===== src/rtl/rvfi_check_pkg.sv =====
// Shared types, error-bit indices and helpers for the RVFI instruction checker.
// Optional PC-chain checking is enabled with RVFI_PC_CHAIN_EN.
package rvfi_check_pkg;

    typedef enum logic [1:0] {
        IDLE,
        ARMED,
        DONE
    } state_t;

    localparam int ERR_RS    = 0;
    localparam int ERR_RD    = 1;
    localparam int ERR_PC    = 2;
    localparam int ERR_MEM   = 3;
    localparam int ERR_TRAP  = 4;
    localparam int ERR_CHAIN = 5;
    localparam int ERR_SPEC  = 6;
    localparam int ERR_W     = 7;

    // Equality over the low alen bits only; operands are zero-extended by callers.
    function automatic logic addr_eq(
        input logic [63:0] a,
        input logic [63:0] b,
        input int unsigned alen
    );
        logic [63:0] m;
        m = (alen >= 64) ? '1 : ((64'd1 << alen) - 64'd1);
        return ((a ^ b) & m) == '0;
    endfunction

endpackage


===== src/rtl/rvfi_multi_insn_check_if.sv =====
// Flattened NRET-channel RVFI retirement bus; channel i at slice [i*W +: W].
// Used by rvfi_multi_insn_check (RVFI_PC_CHAIN_EN selects PC-chain checking).
interface rvfi_multi_insn_check_if #(
    parameter int NRET = 1,
    parameter int XLEN = 32,
    parameter int ILEN = 32
);
    localparam int MW = XLEN / 8;

    logic [NRET-1:0]      rvfi_valid;
    logic [NRET*ILEN-1:0] rvfi_insn;
    logic [NRET-1:0]      rvfi_trap;
    logic [NRET-1:0]      rvfi_halt;
    logic [NRET-1:0]      rvfi_intr;
    logic [NRET*5-1:0]    rvfi_rs1_addr;
    logic [NRET*5-1:0]    rvfi_rs2_addr;
    logic [NRET*5-1:0]    rvfi_rd_addr;
    logic [NRET*XLEN-1:0] rvfi_rs1_rdata;
    logic [NRET*XLEN-1:0] rvfi_rs2_rdata;
    logic [NRET*XLEN-1:0] rvfi_rd_wdata;
    logic [NRET*XLEN-1:0] rvfi_pc_rdata;
    logic [NRET*XLEN-1:0] rvfi_pc_wdata;
    logic [NRET*XLEN-1:0] rvfi_mem_addr;
    logic [NRET*MW-1:0]   rvfi_mem_rmask;
    logic [NRET*MW-1:0]   rvfi_mem_wmask;
    logic [NRET*XLEN-1:0] rvfi_mem_rdata;
    logic [NRET*XLEN-1:0] rvfi_mem_wdata;

    modport master (
        output rvfi_valid, rvfi_insn, rvfi_trap, rvfi_halt, rvfi_intr,
        output rvfi_rs1_addr, rvfi_rs2_addr, rvfi_rd_addr,
        output rvfi_rs1_rdata, rvfi_rs2_rdata, rvfi_rd_wdata,
        output rvfi_pc_rdata, rvfi_pc_wdata,
        output rvfi_mem_addr, rvfi_mem_rmask, rvfi_mem_wmask,
        output rvfi_mem_rdata, rvfi_mem_wdata
    );

    modport slave (
        input rvfi_valid, rvfi_insn, rvfi_trap, rvfi_halt, rvfi_intr,
        input rvfi_rs1_addr, rvfi_rs2_addr, rvfi_rd_addr,
        input rvfi_rs1_rdata, rvfi_rs2_rdata, rvfi_rd_wdata,
        input rvfi_pc_rdata, rvfi_pc_wdata,
        input rvfi_mem_addr, rvfi_mem_rmask, rvfi_mem_wmask,
        input rvfi_mem_rdata, rvfi_mem_wdata
    );

endinterface


===== src/rtl/rvfi_chan_compare.sv =====
// One retirement channel against the ADDI instruction model; combinational.
// Produces a per-channel mismatch vector (chain bit is owned by the top).
module rvfi_chan_compare
    import rvfi_check_pkg::*;
#(
    parameter int XLEN = 32,
    parameter int ILEN = 32,
    parameter int ALEN = XLEN
) (
    input  logic [ILEN-1:0]   insn,
    input  logic              trap,
    input  logic [XLEN-1:0]   pc_rdata,
    input  logic [XLEN-1:0]   pc_wdata,
    input  logic [4:0]        rs1_addr,
    input  logic [4:0]        rs2_addr,
    input  logic [4:0]        rd_addr,
    input  logic [XLEN-1:0]   rs1_rdata,
    input  logic [XLEN-1:0]   rs2_rdata,
    input  logic [XLEN-1:0]   rd_wdata,
    input  logic [XLEN-1:0]   mem_addr,
    input  logic [XLEN/8-1:0] mem_rmask,
    input  logic [XLEN/8-1:0] mem_wmask,
    input  logic [XLEN-1:0]   mem_rdata,
    input  logic [XLEN-1:0]   mem_wdata,
    output logic [ERR_W-1:0]  mism
);
    localparam int MW = XLEN / 8;

    logic            spec_valid;
    logic            spec_trap;
    logic [4:0]      spec_rs1_addr;
    logic [4:0]      spec_rs2_addr;
    logic [4:0]      spec_rd_addr;
    logic [XLEN-1:0] spec_rd_wdata;
    logic [XLEN-1:0] spec_pc_wdata;
    logic [XLEN-1:0] spec_mem_addr;
    logic [XLEN-1:0] spec_mem_wdata;
    logic [MW-1:0]   spec_rmask;
    logic [MW-1:0]   spec_wmask;
    logic [XLEN-1:0] imm;
    logic            unused_rs2;

    assign unused_rs2 = ^rs2_rdata;

    assign imm            = {{(XLEN-12){insn[31]}}, insn[31:20]};
    assign spec_valid     = (insn[6:0] == 7'b0010011) && (insn[14:12] == 3'b000);
    assign spec_rs1_addr  = insn[19:15];
    assign spec_rs2_addr  = '0;
    assign spec_rd_addr   = insn[11:7];
    assign spec_rd_wdata  = (spec_rd_addr != '0) ? rs1_rdata + imm : '0;
    assign spec_pc_wdata  = pc_rdata + XLEN'(4);
    // No compressed support: any next PC off a 4-byte boundary traps.
    assign spec_trap      = spec_pc_wdata[1:0] != 2'b00;
    assign spec_mem_addr  = '0;
    assign spec_mem_wdata = '0;
    assign spec_rmask     = '0;
    assign spec_wmask     = '0;

    always_comb begin
        mism           = '0;
        mism[ERR_SPEC] = !spec_valid;
        mism[ERR_RS]   = (rs1_addr != spec_rs1_addr) ||
                         (rs2_addr != spec_rs2_addr);
        mism[ERR_TRAP] = trap != spec_trap;
        if (!spec_trap) begin
            mism[ERR_RD] = (rd_addr != spec_rd_addr) ||
                           (rd_wdata != spec_rd_wdata);
            mism[ERR_PC] = !addr_eq(64'(pc_wdata), 64'(spec_pc_wdata), ALEN);
            if ((spec_rmask | spec_wmask) != '0 &&
                !addr_eq(64'(mem_addr), 64'(spec_mem_addr), ALEN))
                mism[ERR_MEM] = 1'b1;
            for (int b = 0; b < MW; b++) begin
                if (spec_wmask[b] &&
                    (!mem_wmask[b] ||
                     mem_wdata[b*8 +: 8] != spec_mem_wdata[b*8 +: 8]))
                    mism[ERR_MEM] = 1'b1;
                // A write the model did not expect is tolerated only as an
                // observed no-op rewrite of the byte just read.
                if (!spec_wmask[b] && mem_wmask[b] &&
                    (!mem_rmask[b] ||
                     mem_rdata[b*8 +: 8] != mem_wdata[b*8 +: 8]))
                    mism[ERR_MEM] = 1'b1;
                if (spec_rmask[b] && !mem_rmask[b])
                    mism[ERR_MEM] = 1'b1;
            end
        end
    end

endmodule


===== src/rtl/rvfi_multi_insn_check.sv =====
// Windowed multi-channel RVFI instruction checker with sticky error bits.
// Define RVFI_PC_CHAIN_EN to also check PC continuity between retirements.
module rvfi_multi_insn_check
    import rvfi_check_pkg::*;
#(
    parameter int NRET  = 1,
    parameter int XLEN  = 32,
    parameter int ILEN  = 32,
    parameter int ALEN  = XLEN,
    parameter int DEPTH = 8
) (
    input  logic                         clock,
    input  logic                         reset,
    input  logic                         check_start,
    rvfi_multi_insn_check_if.slave       rvfi,
    output logic                         busy,
    output logic                         done,
    output logic [ERR_W-1:0]             err,
    output logic [$clog2(DEPTH+1)-1:0]   checked_cnt
);
    localparam int CW = $clog2(DEPTH+1);
    localparam int MW = XLEN / 8;

    state_t           state;
    state_t           state_nx;
    logic             arm;
    logic [NRET-1:0]  sel;
    int               taken;
    logic [CW-1:0]    cnt_nx;
    logic [ERR_W-1:0] err_hit;
    logic [ERR_W-1:0] mism [NRET];
    logic             unused_ok;

    assign unused_ok = ^{rvfi.rvfi_halt, rvfi.rvfi_intr};

    for (genvar g = 0; g < NRET; g++) begin : g_chan
        rvfi_chan_compare #(
            .XLEN(XLEN),
            .ILEN(ILEN),
            .ALEN(ALEN)
        ) u_cmp (
            .insn     (rvfi.rvfi_insn[g*ILEN +: ILEN]),
            .trap     (rvfi.rvfi_trap[g]),
            .pc_rdata (rvfi.rvfi_pc_rdata[g*XLEN +: XLEN]),
            .pc_wdata (rvfi.rvfi_pc_wdata[g*XLEN +: XLEN]),
            .rs1_addr (rvfi.rvfi_rs1_addr[g*5 +: 5]),
            .rs2_addr (rvfi.rvfi_rs2_addr[g*5 +: 5]),
            .rd_addr  (rvfi.rvfi_rd_addr[g*5 +: 5]),
            .rs1_rdata(rvfi.rvfi_rs1_rdata[g*XLEN +: XLEN]),
            .rs2_rdata(rvfi.rvfi_rs2_rdata[g*XLEN +: XLEN]),
            .rd_wdata (rvfi.rvfi_rd_wdata[g*XLEN +: XLEN]),
            .mem_addr (rvfi.rvfi_mem_addr[g*XLEN +: XLEN]),
            .mem_rmask(rvfi.rvfi_mem_rmask[g*MW +: MW]),
            .mem_wmask(rvfi.rvfi_mem_wmask[g*MW +: MW]),
            .mem_rdata(rvfi.rvfi_mem_rdata[g*XLEN +: XLEN]),
            .mem_wdata(rvfi.rvfi_mem_wdata[g*XLEN +: XLEN]),
            .mism     (mism[g])
        );
    end

    // Lowest-index valid channels win until the window is full.
    always_comb begin
        sel   = '0;
        taken = 0;
        for (int i = 0; i < NRET; i++) begin
            if (state == ARMED && rvfi.rvfi_valid[i] &&
                taken < DEPTH - int'(checked_cnt)) begin
                sel[i] = 1'b1;
                taken  = taken + 1;
            end
        end
        cnt_nx = checked_cnt + CW'(taken);
    end

`ifdef RVFI_PC_CHAIN_EN
    logic            chain_v;
    logic [XLEN-1:0] chain_pc;
    logic            chain_v_nx;
    logic [XLEN-1:0] chain_pc_nx;

    always_comb begin
        err_hit     = '0;
        chain_v_nx  = chain_v;
        chain_pc_nx = chain_pc;
        for (int i = 0; i < NRET; i++) begin
            if (sel[i]) begin
                err_hit = err_hit | mism[i];
                if (chain_v_nx && !rvfi.rvfi_intr[i] &&
                    !addr_eq(64'(rvfi.rvfi_pc_rdata[i*XLEN +: XLEN]),
                             64'(chain_pc_nx), ALEN))
                    err_hit[ERR_CHAIN] = 1'b1;
                chain_v_nx  = 1'b1;
                chain_pc_nx = rvfi.rvfi_pc_wdata[i*XLEN +: XLEN];
            end
        end
    end

    always_ff @(posedge clock) begin
        if (!reset || arm) begin
            chain_v  <= 1'b0;
            chain_pc <= '0;
        end else if (state == ARMED) begin
            chain_v  <= chain_v_nx;
            chain_pc <= chain_pc_nx;
        end
    end
`else
    always_comb begin
        err_hit = '0;
        for (int i = 0; i < NRET; i++)
            if (sel[i])
                err_hit = err_hit | mism[i];
    end
`endif

    always_ff @(posedge clock) begin
        if (!reset) state <= IDLE;
        else        state <= state_nx;
    end

    always_comb begin
        state_nx = state;
        arm      = 1'b0;
        unique case (state)
            IDLE: begin
                if (check_start) begin
                    arm      = 1'b1;
                    state_nx = ARMED;
                end
            end
            ARMED: begin
                if (cnt_nx == CW'(DEPTH)) state_nx = DONE;
            end
            DONE: begin
                if (check_start) begin
                    arm      = 1'b1;
                    state_nx = ARMED;
                end
            end
            default: state_nx = IDLE;
        endcase
    end

    always_ff @(posedge clock) begin
        if (!reset || arm) begin
            checked_cnt <= '0;
            err         <= '0;
        end else if (state == ARMED) begin
            checked_cnt <= cnt_nx;
            err         <= err | err_hit;
        end
    end

    assign busy = state == ARMED;
    assign done = state == DONE;

endmodule


===== src/flat_wrapper.sv =====
// flat-port wrapper written by rule: the top's interface ports become plain ports
module rvfi_multi_insn_check_flat import rvfi_check_pkg::*;
#(
    parameter int NRET  = 1,
    parameter int XLEN  = 32,
    parameter int ILEN  = 32,
    parameter int ALEN  = XLEN,
    parameter int DEPTH = 8
)
  (clock, reset, check_start, busy, done, err, checked_cnt, rvfi_rvfi_valid, rvfi_rvfi_insn, rvfi_rvfi_trap, rvfi_rvfi_halt, rvfi_rvfi_intr, rvfi_rvfi_rs1_addr, rvfi_rvfi_rs2_addr, rvfi_rvfi_rd_addr, rvfi_rvfi_rs1_rdata, rvfi_rvfi_rs2_rdata, rvfi_rvfi_rd_wdata, rvfi_rvfi_pc_rdata, rvfi_rvfi_pc_wdata, rvfi_rvfi_mem_addr, rvfi_rvfi_mem_rmask, rvfi_rvfi_mem_wmask, rvfi_rvfi_mem_rdata, rvfi_rvfi_mem_wdata);
  rvfi_multi_insn_check_if #(.NRET(NRET), .XLEN(XLEN), .ILEN(ILEN)) rvfi_i ();
  input  logic clock;
  input  logic reset;
  input  logic check_start;
  output logic busy;
  output logic done;
  output logic [ERR_W-1:0] err;
  output logic [$clog2(DEPTH+1)-1:0] checked_cnt;
  input wire logic [$bits(rvfi_i.rvfi_valid)-1:0] rvfi_rvfi_valid;
  input wire logic [$bits(rvfi_i.rvfi_insn)-1:0] rvfi_rvfi_insn;
  input wire logic [$bits(rvfi_i.rvfi_trap)-1:0] rvfi_rvfi_trap;
  input wire logic [$bits(rvfi_i.rvfi_halt)-1:0] rvfi_rvfi_halt;
  input wire logic [$bits(rvfi_i.rvfi_intr)-1:0] rvfi_rvfi_intr;
  input wire logic [$bits(rvfi_i.rvfi_rs1_addr)-1:0] rvfi_rvfi_rs1_addr;
  input wire logic [$bits(rvfi_i.rvfi_rs2_addr)-1:0] rvfi_rvfi_rs2_addr;
  input wire logic [$bits(rvfi_i.rvfi_rd_addr)-1:0] rvfi_rvfi_rd_addr;
  input wire logic [$bits(rvfi_i.rvfi_rs1_rdata)-1:0] rvfi_rvfi_rs1_rdata;
  input wire logic [$bits(rvfi_i.rvfi_rs2_rdata)-1:0] rvfi_rvfi_rs2_rdata;
  input wire logic [$bits(rvfi_i.rvfi_rd_wdata)-1:0] rvfi_rvfi_rd_wdata;
  input wire logic [$bits(rvfi_i.rvfi_pc_rdata)-1:0] rvfi_rvfi_pc_rdata;
  input wire logic [$bits(rvfi_i.rvfi_pc_wdata)-1:0] rvfi_rvfi_pc_wdata;
  input wire logic [$bits(rvfi_i.rvfi_mem_addr)-1:0] rvfi_rvfi_mem_addr;
  input wire logic [$bits(rvfi_i.rvfi_mem_rmask)-1:0] rvfi_rvfi_mem_rmask;
  input wire logic [$bits(rvfi_i.rvfi_mem_wmask)-1:0] rvfi_rvfi_mem_wmask;
  input wire logic [$bits(rvfi_i.rvfi_mem_rdata)-1:0] rvfi_rvfi_mem_rdata;
  input wire logic [$bits(rvfi_i.rvfi_mem_wdata)-1:0] rvfi_rvfi_mem_wdata;
  assign rvfi_i.rvfi_valid = rvfi_rvfi_valid;
  assign rvfi_i.rvfi_insn = rvfi_rvfi_insn;
  assign rvfi_i.rvfi_trap = rvfi_rvfi_trap;
  assign rvfi_i.rvfi_halt = rvfi_rvfi_halt;
  assign rvfi_i.rvfi_intr = rvfi_rvfi_intr;
  assign rvfi_i.rvfi_rs1_addr = rvfi_rvfi_rs1_addr;
  assign rvfi_i.rvfi_rs2_addr = rvfi_rvfi_rs2_addr;
  assign rvfi_i.rvfi_rd_addr = rvfi_rvfi_rd_addr;
  assign rvfi_i.rvfi_rs1_rdata = rvfi_rvfi_rs1_rdata;
  assign rvfi_i.rvfi_rs2_rdata = rvfi_rvfi_rs2_rdata;
  assign rvfi_i.rvfi_rd_wdata = rvfi_rvfi_rd_wdata;
  assign rvfi_i.rvfi_pc_rdata = rvfi_rvfi_pc_rdata;
  assign rvfi_i.rvfi_pc_wdata = rvfi_rvfi_pc_wdata;
  assign rvfi_i.rvfi_mem_addr = rvfi_rvfi_mem_addr;
  assign rvfi_i.rvfi_mem_rmask = rvfi_rvfi_mem_rmask;
  assign rvfi_i.rvfi_mem_wmask = rvfi_rvfi_mem_wmask;
  assign rvfi_i.rvfi_mem_rdata = rvfi_rvfi_mem_rdata;
  assign rvfi_i.rvfi_mem_wdata = rvfi_rvfi_mem_wdata;
  rvfi_multi_insn_check #(.NRET(NRET), .XLEN(XLEN), .ILEN(ILEN), .ALEN(ALEN), .DEPTH(DEPTH)) u_core (.clock(clock), .reset(reset), .check_start(check_start), .rvfi(rvfi_i), .busy(busy), .done(done), .err(err), .checked_cnt(checked_cnt));
endmodule

===== config.mk =====
export PLATFORM = sky130hd
export DESIGN_NAME = rvfi_multi_insn_check_flat
export DESIGN_NICKNAME = d
export VERILOG_FILES = /design/src/rtl/rvfi_check_pkg.sv /design/src/rtl/rvfi_multi_insn_check_if.sv /design/src/rtl/rvfi_chan_compare.sv /design/src/rtl/rvfi_multi_insn_check.sv /design/src/flat_wrapper.sv
export SDC_FILE = /design/constraint.sdc
export NUM_CORES = 1
export LEC_CHECK = 0
export CORE_AREA = 2 2 130 132
export CTS_CLUSTER_DIAMETER = 30
export CTS_CLUSTER_SIZE = 8
export DETAILED_ROUTE_END_ITERATION = 7
export DIE_AREA = 0 0 132 134
export PLACE_DENSITY_LB_ADDON = 0.1
export SLEW_MARGIN = 30
export SYNTH_ARGS = -nofsm -noshare
export SYNTH_HDL_FRONTEND = slang
export SYNTH_SLANG_ARGS = --single-unit

===== constraint.sdc =====
create_clock -name clock -period 5.8 [get_ports clock]
set_input_delay 1.16 -clock clock [delete_from_list [all_inputs] [get_ports clock]]
set_output_delay 1.16 -clock clock [all_outputs]
set_load 0.1 [all_outputs]

==> out/metrics.cfg, run 1 <==
[status]
run_status=complete, no violations

[global_route]
grt_start_max_net_pins=24
vias_in_the_first_global_route=5535
gr-usage-all-layers_pct=20.0
global_route.overflow_total=0
wire_length_of_the_first_global_routing_pass_mm=29.0
grt_antenna_before_repair=4

[setup_path]
endpoint_kind=register
r2r_path_end=u_core.err[1]$_SDFFE_PP0P_
reg2regPathDepth=10
crit-reg2reg-launch=u_core.err[1]$_SDFFE_PP0P_
worst-setup-path-type=primary input to register
setup.worst_path.start=rvfi_rvfi_rs1_rdata[0]
reg2reg_setup_slack_ns=3.10
worst-endpoint-required_ns=5.92
timing.critical_path.fanout_max=8
crit_arrival_ns=5.22
timing.critical_path.from_type=primary input
worst_setup_path_endpoint=u_core.err[1]$_SDFFE_PP0P_

[route]
detailroute.via_count=5867
detail_route.first_pass.iterations=5
detail_route.drc_violations=0
overall_routed_net_length_mm=18.8
detail_route.vias_per_cell=5.12
routedWlPerCell_um=16.4
ant_nets=0
drt_iter0_drc=254

[synth]
synth_enable_flop_cells=0
synth.distinct_cells=79
synth_largest_area_cell=sky130_fd_sc_hd__xor2_1
synth_top_cells_by_count=sky130_fd_sc_hd__nand2_1 (63), sky130_fd_sc_hd__a21oi_1 (59), sky130_fd_sc_hd__xor2_1 (59)
share_of_flip_flops_with_an_asynchronous_set_or_reset_after_synthesis_pct=0
synth_top_cells_by_area=sky130_fd_sc_hd__xor2_1 (11%), sky130_fd_sc_hd__xnor2_1 (10%), sky130_fd_sc_hd__ha_1 (9.0%)
synthCells=670
synth_most_common_cell=sky130_fd_sc_hd__nand2_1
synth_fp_nets=1023
synth-warning-count=0
synthFlopType=sky130_fd_sc_hd__dfxtp_1
post_synth_instance_area_um2=4720
syn_avg_cell_area_um2=7.04
synth.ff_latch_count=12
synth_seq_area_share_pct=5.09
yosys.area.top_type_share_pct=11.0

[floorplan]
core_region_area_um2=16300
top_level_ports=331
die_height_um=134
start_util_pct=28.9
placementRows=47
design.die.area_um2=17700
floorplan.die.width_um=132

[clock_network]
clk_latency_ns=0.24
tritoncts=done
cts_repair_resize_count=0
cts.clk_slew.worst_paths_ns=0.04
cts-hold-fix-buffers=0
ctsRootBufferMaster=sky130_fd_sc_hd__clkbuf_16
cts.repair_timing.setup_buffer_count=0
clock_sink_count=12
clock_tree.buffer_depth=2
cts_htree_levels=1
cts_inserted_buffers=3

[placement]
place.port_buffers=263
place_inst=1139
place_congestion=0.870
hpwl_mm=16.2
post_dp_cell_area_um2=7580

[cells_and_area]
fin_nets=1277
share_of_cells_above_drive_strength_1_pct=3.15
finish.cell_count_without_fillers=1146
final_core_util_pct=47.0
fin_area_um2=7660
area_growth_syn_to_layout_pct=62.5

[timing]
final.hold.worst_slack_ns=0.444
final.setup_skew_ns=0.00369
layout_min_cycle_time_ns=5.10
timing.fmax_mhz=196
grt_setup_unrepaired=no
setup_viols_final=0
fin_tns_setup_ns=0
final-hold-violation-count=0
report.final.slew_viol_count=0
timing.slew.headroom_pct=31.8
timing.final.crit_share_pct=87.9
worst_slew_pin_slew_ns=1.02

[job]
max_cap_viol_count=0

[power_and_ir_drop]
power.ir.vdd_worst_mv=0.0861
cellLeakagePower_nw=2.86
power.density_nw_per_um2=111

[worst_hold_path]
hold_class=register to register
whs_path_depth=2
min_from=u_core.err[2]$_SDFFE_PP0P_

-- cells in the final DEF (no fill, tap or decap), drive strengths merged, types with 8 or more instances in the layout --
master	synthesis	routed
nand4	22	22
a211oi	8	8
o21a	9	9
ha	34	34
nand2	63	63
o21ai	36	36
dfxtp	12	12
inv	12	12
nor4	12	12
a21oi	62	62
nand2b	11	11
nor2	52	52
mux2i	12	12
clkdlybuf4s50	0	262
xor2	59	59
nor3	21	21
nand3	25	25
or3	8	8
xnor2	54	54
and3	9	9
a21o	10	10
-- report_power, final --
group	switching [W]	internal (W)	total, W	leakage (nW)
registers	0.00000177	0.0000855	0.0000873	0.0973
logic	0.000307	0.000339	0.000645	2.73
clock network	0.0000317	0.0000894	0.000121	0.0370
total	0.000340	0.000514	0.000854	2.86
-- worst min-delay path by stage --
stage	to	slack, ns
2_1_floorplan	u_core.state[0]$_SDFFE_PN0P_	0.55
3_3_place_gp	u_core.err[2]$_SDFFE_PP0P_	0.44
3_5_place_dp	u_core.err[2]$_SDFFE_PP0P_	0.44
4_1_cts	u_core.err[2]$_SDFFE_PP0P_	0.45
5_1_grt	u_core.err[2]$_SDFFE_PP0P_	0.48
6_report	u_core.err[2]$_SDFFE_PP0P_	0.44
-- state kept, by name (all words and copies together), names as in the netlist --
name                cells
u_core.checked_cnt      4
u_core.state            2
u_core.err              6
-- metal layers --
layer	GRT usage, %	vias up	part of all wire [%]
met1	25.7	2617	45
li1	-	3044	-
met3	2.72	10	5.8
met5	0	-	0
met2	35.6	196	49
met4	4.23	0	0.98
-- logic make-up (layout without fill, tap and decap cells) --
logic type	after synthesis	count (layout)	share of synthesized area (%)
xor+xnor	114	114	21.5
simple gates	261	261	29.2
mux	15	15	3.26
flops	12	12	5.09
buf+inv	31	283	2.65
other cells	1	5	0.0795
compound gates	201	201	28.8
fa+ha+maj	35	35	9.45
-- critical path: stages --
cell and delay [ns]:
sky130_fd_sc_hd__clkdlybuf4s50_1 0.46, sky130_fd_sc_hd__ha_1 0.21, sky130_fd_sc_hd__inv_1 0.07, sky130_fd_sc_hd__fa_1 0.39
sky130_fd_sc_hd__nand2b_1 0.19, sky130_fd_sc_hd__a21oi_2 0.38, sky130_fd_sc_hd__mux2_2 0.39, sky130_fd_sc_hd__a211o_1 0.31
sky130_fd_sc_hd__a2111oi_2 0.33, sky130_fd_sc_hd__nand4_1 0.15, sky130_fd_sc_hd__nor4b_2 0.27, sky130_fd_sc_hd__o2111ai_1 0.16
sky130_fd_sc_hd__nor4b_2 0.28, sky130_fd_sc_hd__nand4_1 0.14, sky130_fd_sc_hd__a211o_1 0.32
-- cell type report --
cell class,instances,area (um2)
Sequential cell,12,240
Clock buffer,3,75.1
Inverter,12,45.0
Fill cell,1665,8630
Multi-Input combinational cell,627,4350
Tap cell,220,275
Timing Repair Buffer,268,2670
Antenna cell,4,10.0
-- through the flow --
| stage | worst slack (ns) | power [W] |
|---|---|---|
| finish | 0.699 | 0.000854 |
| global route | 0.459 | 0.000920 |
| CTS | 0.671 | 0.000858 |
| detailed placement | 0.435 | 0.000730 |
| global placement | 0.469 | 0.000729 |
| floorplan | 1.34 | 0.000447 |
Power figures use the tool's default switching activity.
==> run 2, diff against run 1 <==
- HOLD_SLACK_MARGIN: unset -> 0.05
==> results of run 2 <==
No change in the layout: final DEF, timing and power equal those of run 1.
==> run 3, diff against run 2 <==
- CORE_AREA: 2 2 130 132 -> 2 2 127 129
- DIE_AREA: 0 0 132 134 -> 0 0 129 131
==> run 3 against run 2 <==
Compared with the run above: core utilization grew 2.1 points; global-route usage is essentially flat; first-iteration DRC count grew 13%; clock skew is essentially flat; final cell count shrank 0.52%; fmax grew 0.85%; clock power is essentially flat; sequential power is essentially flat; total power is essentially flat; highest routed layer unchanged.
==> out/metrics.cfg, run 3 (synthesis results as in run 1) <==
[status]
run_status=complete, no violations  ; unchanged

[timing]
timing.final.crit_share_pct=87.2  ; was 87.9%
final-hold-violation-count=0  ; unchanged
report.final.slew_viol_count=0  ; unchanged
setup_viols_final=0  ; unchanged
grt_setup_unrepaired=no  ; unchanged
worst_slew_pin_slew_ns=1.02  ; about the same
final.setup_skew_ns=0.00413  ; was 0.00369 ns
fin_tns_setup_ns=0  ; unchanged
layout_min_cycle_time_ns=5.06  ; was 5.10 ns
timing.fmax_mhz=198  ; was 196 MHz
timing.slew.headroom_pct=31.5  ; was 31.8%

[setup_path]
crit-reg2reg-launch=u_core.err[1]$_SDFFE_PP0P_  ; unchanged
worst_path_largest_cell_delay_ns=0.46  ; about the same
worst-setup-path-type=primary input to register  ; unchanged
path_cells=clkdlybuf4s50_1 -> ha_1 -> inv_1 -> fa_1 -> nand2b_1 -> a21oi_2 -> mux2_2 -> a211o_1 -> a2111oi_2 -> nand4_1 -> nor4b_2 -> o2111ai_1 -> nor4b_2 -> nand4_1 -> a211o_1  ; unchanged
crit_arrival_ns=5.18  ; was 5.22 ns
timing.critical_path.from_type=primary input  ; unchanged
reg2regPathDepth=10  ; unchanged
reg2reg_setup_slack_ns=3.09  ; was 3.10 ns
r2r_path_end=u_core.err[1]$_SDFFE_PP0P_  ; unchanged
timing.critical_path.fanout_max=8  ; unchanged
crit_path_top_delay_cell=sky130_fd_sc_hd__clkdlybuf4s50_1  ; unchanged
worst-endpoint-required_ns=5.92  ; about the same
endpoint_kind=register  ; unchanged

[clock_network]
cts_repair_resize_count=0  ; unchanged
cts_htree_levels=1  ; unchanged
cts.clk_slew.worst_paths_ns=0.04  ; about the same
cts_inserted_buffers=3  ; unchanged
cts.repair_timing.setup_buffer_count=0  ; unchanged
cts-hold-fix-buffers=0  ; unchanged
clk_latency_ns=0.24  ; about the same
tritoncts=done  ; unchanged
clock_sink_count=12  ; unchanged
clock_tree.buffer_depth=2  ; unchanged
ctsRootBufferMaster=sky130_fd_sc_hd__clkbuf_16  ; unchanged

[job]
max_cap_viol_count=0  ; unchanged

[cells_and_area]
fin_nets=1278  ; was 1,277
reg_top3=u_core.err: 6 flops, u_core.checked_cnt: 4 flops, u_core.state: 2 flops  ; unchanged
final_cell_mix=sky130_fd_sc_hd__clkdlybuf4s50_1 (262), sky130_fd_sc_hd__nand2_1 (63), sky130_fd_sc_hd__xor2_1 (59), sky130_fd_sc_hd__a21oi_1 (59), sky130_fd_sc_hd__xnor2_1 (54)  ; unchanged
largest_register_ffs=6  ; unchanged
ff_latch_area_um2=240  ; unchanged
largest-register=u_core.err  ; unchanged
filler_cells_inserted=1564  ; was 1,665
multi_input_area_um2=4350  ; unchanged
layout_commonest_cell=sky130_fd_sc_hd__clkdlybuf4s50_1  ; unchanged
area_growth_syn_to_layout_pct=62.4  ; was 62.5%
share_of_cells_above_drive_strength_1_pct=3.25  ; was 3.15%

[worst_hold_path]
hold_class=register to register  ; unchanged
min_from=u_core.err[2]$_SDFFE_PP0P_  ; unchanged
min_to=u_core.err[2]$_SDFFE_PP0P_  ; unchanged
whs_path_depth=2  ; unchanged

[power_and_ir_drop]
power.density_nw_per_um2=112  ; was 111 nW/um2
cellLeakagePower_nw=2.87  ; was 2.86 nW
power.ir.vdd_worst_mv=0.0887  ; was 0.0861 mV
post-layout-total-power_w=0.000854  ; about the same

[global_route]
grt_antenna_before_repair=1  ; was 4
gr-usage-all-layers_pct=20.0  ; about the same
global_route.overflow_total=0  ; unchanged
vias_in_the_first_global_route=5368  ; was 5,535
wire_length_of_the_first_global_routing_pass_mm=27.2  ; was 29.0 mm
grt_start_max_net_pins=21  ; was 24

[floorplan]
placementRows=46  ; was 47
design.die.area_um2=16900  ; was 17,700 um2
core_region_area_um2=15600  ; was 16,300 um2
top_level_ports=331  ; unchanged
die_height_um=131  ; was 134 um
floorplan.die.width_um=129  ; was 132 um
start_util_pct=30.2  ; was 28.9%

[route]
detail_route.first_pass.iterations=5  ; unchanged
ant_nets=0  ; unchanged
detail_route.vias_per_cell=5.17  ; was 5.12
detail_route.drc_violations=0  ; unchanged
detailroute.via_count=5891  ; was 5,867
routedWlPerCell_um=16.1  ; was 16.4 um
drt_iter0_drc=287  ; was 254
overall_routed_net_length_mm=18.4  ; was 18.8 mm

[placement]
place.port_buffers=263  ; unchanged
hpwl_mm=15.8  ; was 16.2 mm
place_congestion=0.860  ; was 0.870

run 3: cell type report:
| cell class | instances | share of cell area, % |
|---|---|---|
| diodes | 1 | 0.0327 |
| well taps | 216 | 3.53 |
| flip-flops and latches | 12 | 3.14 |
| repair buffers | 269 | 34.9 |
| clock buffers | 3 | 0.981 |
| inverters | 12 | 0.588 |
| multi-input cells | 627 | 56.8 |
run 3: how the worst max path moves through the flow:
| stage | startpoint | endpoint | slack [ns] | cells past startpoint |
|---|---|---|---|---|
| 6_report | rvfi_rvfi_rs1_rdata[0] | u_core.err[1]$_SDFFE_PP0P_ | 0.74 | 15 |
| 5_1_grt | rvfi_rvfi_insn[20] | u_core.err[1]$_SDFFE_PP0P_ | 0.45 | 15 |
| 4_1_cts | rvfi_rvfi_insn[20] | u_core.err[1]$_SDFFE_PP0P_ | 0.68 | 15 |
| 3_5_place_dp | rvfi_rvfi_insn[20] | u_core.err[1]$_SDFFE_PP0P_ | 0.44 | 15 |
| 3_3_place_gp | rvfi_rvfi_rs1_rdata[0] | u_core.err[1]$_SDFFE_PP0P_ | 0.45 | 15 |
| 2_1_floorplan | rvfi_rvfi_rs1_rdata[0] | u_core.err[1]$_SDFFE_PP0P_ | 1.34 | 14 |
run 3: report_power, final:
group	internal [W]	total, W	switching (W)	leakage, nW
Combinational	0.000339	0.000644	0.000305	2.73
Sequential	0.0000855	0.0000873	0.00000179	0.0973
Clock	0.0000896	0.000123	0.0000332	0.0370
Total	0.000514	0.000854	0.000340	2.87
run 3: layer usage:
layer | track usage [%] | wire length (um) | vias to the layer above
li1 | - | - | 3039
met1 | 26.1 | 8110 | 2628
met2 | 36.2 | 8920 | 209
met3 | 2.16 | 1130 | 15
met4 | 2.88 | 210 | 0
met5 | 0 | 0 | -
run 3: through the flow:
| step | std cells | instance area, um2 | utilization [%] | hold slack (ns) | setup WS (ns) |
|---|---|---|---|---|---|
| 6_report | 1140 | 7660 | 49.1 | 0.449 | 0.742 |
| 5_1_grt | 1140 | 7660 | 49.1 | 0.477 | 0.445 |
| 4_1_cts | 1139 | 7650 | 49.1 | 0.451 | 0.683 |
| 3_5_place_dp | 1136 | 7580 | 48.6 | 0.445 | 0.444 |
| 3_3_place_gp | 1136 | 7580 | 48.6 | 0.436 | 0.450 |
| 2_1_floorplan | 670 | 4720 | - | 0.545 | 1.34 |
run 3: critical path: cells and delay by family:
kind	cells	cell delay, ns
and+or+nand+nor	5	1.02
AOI/OAI and AO/OA	5	1.47
adders and majority gates	2	0.59
muxes	1	0.39
buffers and inverters	2	0.53
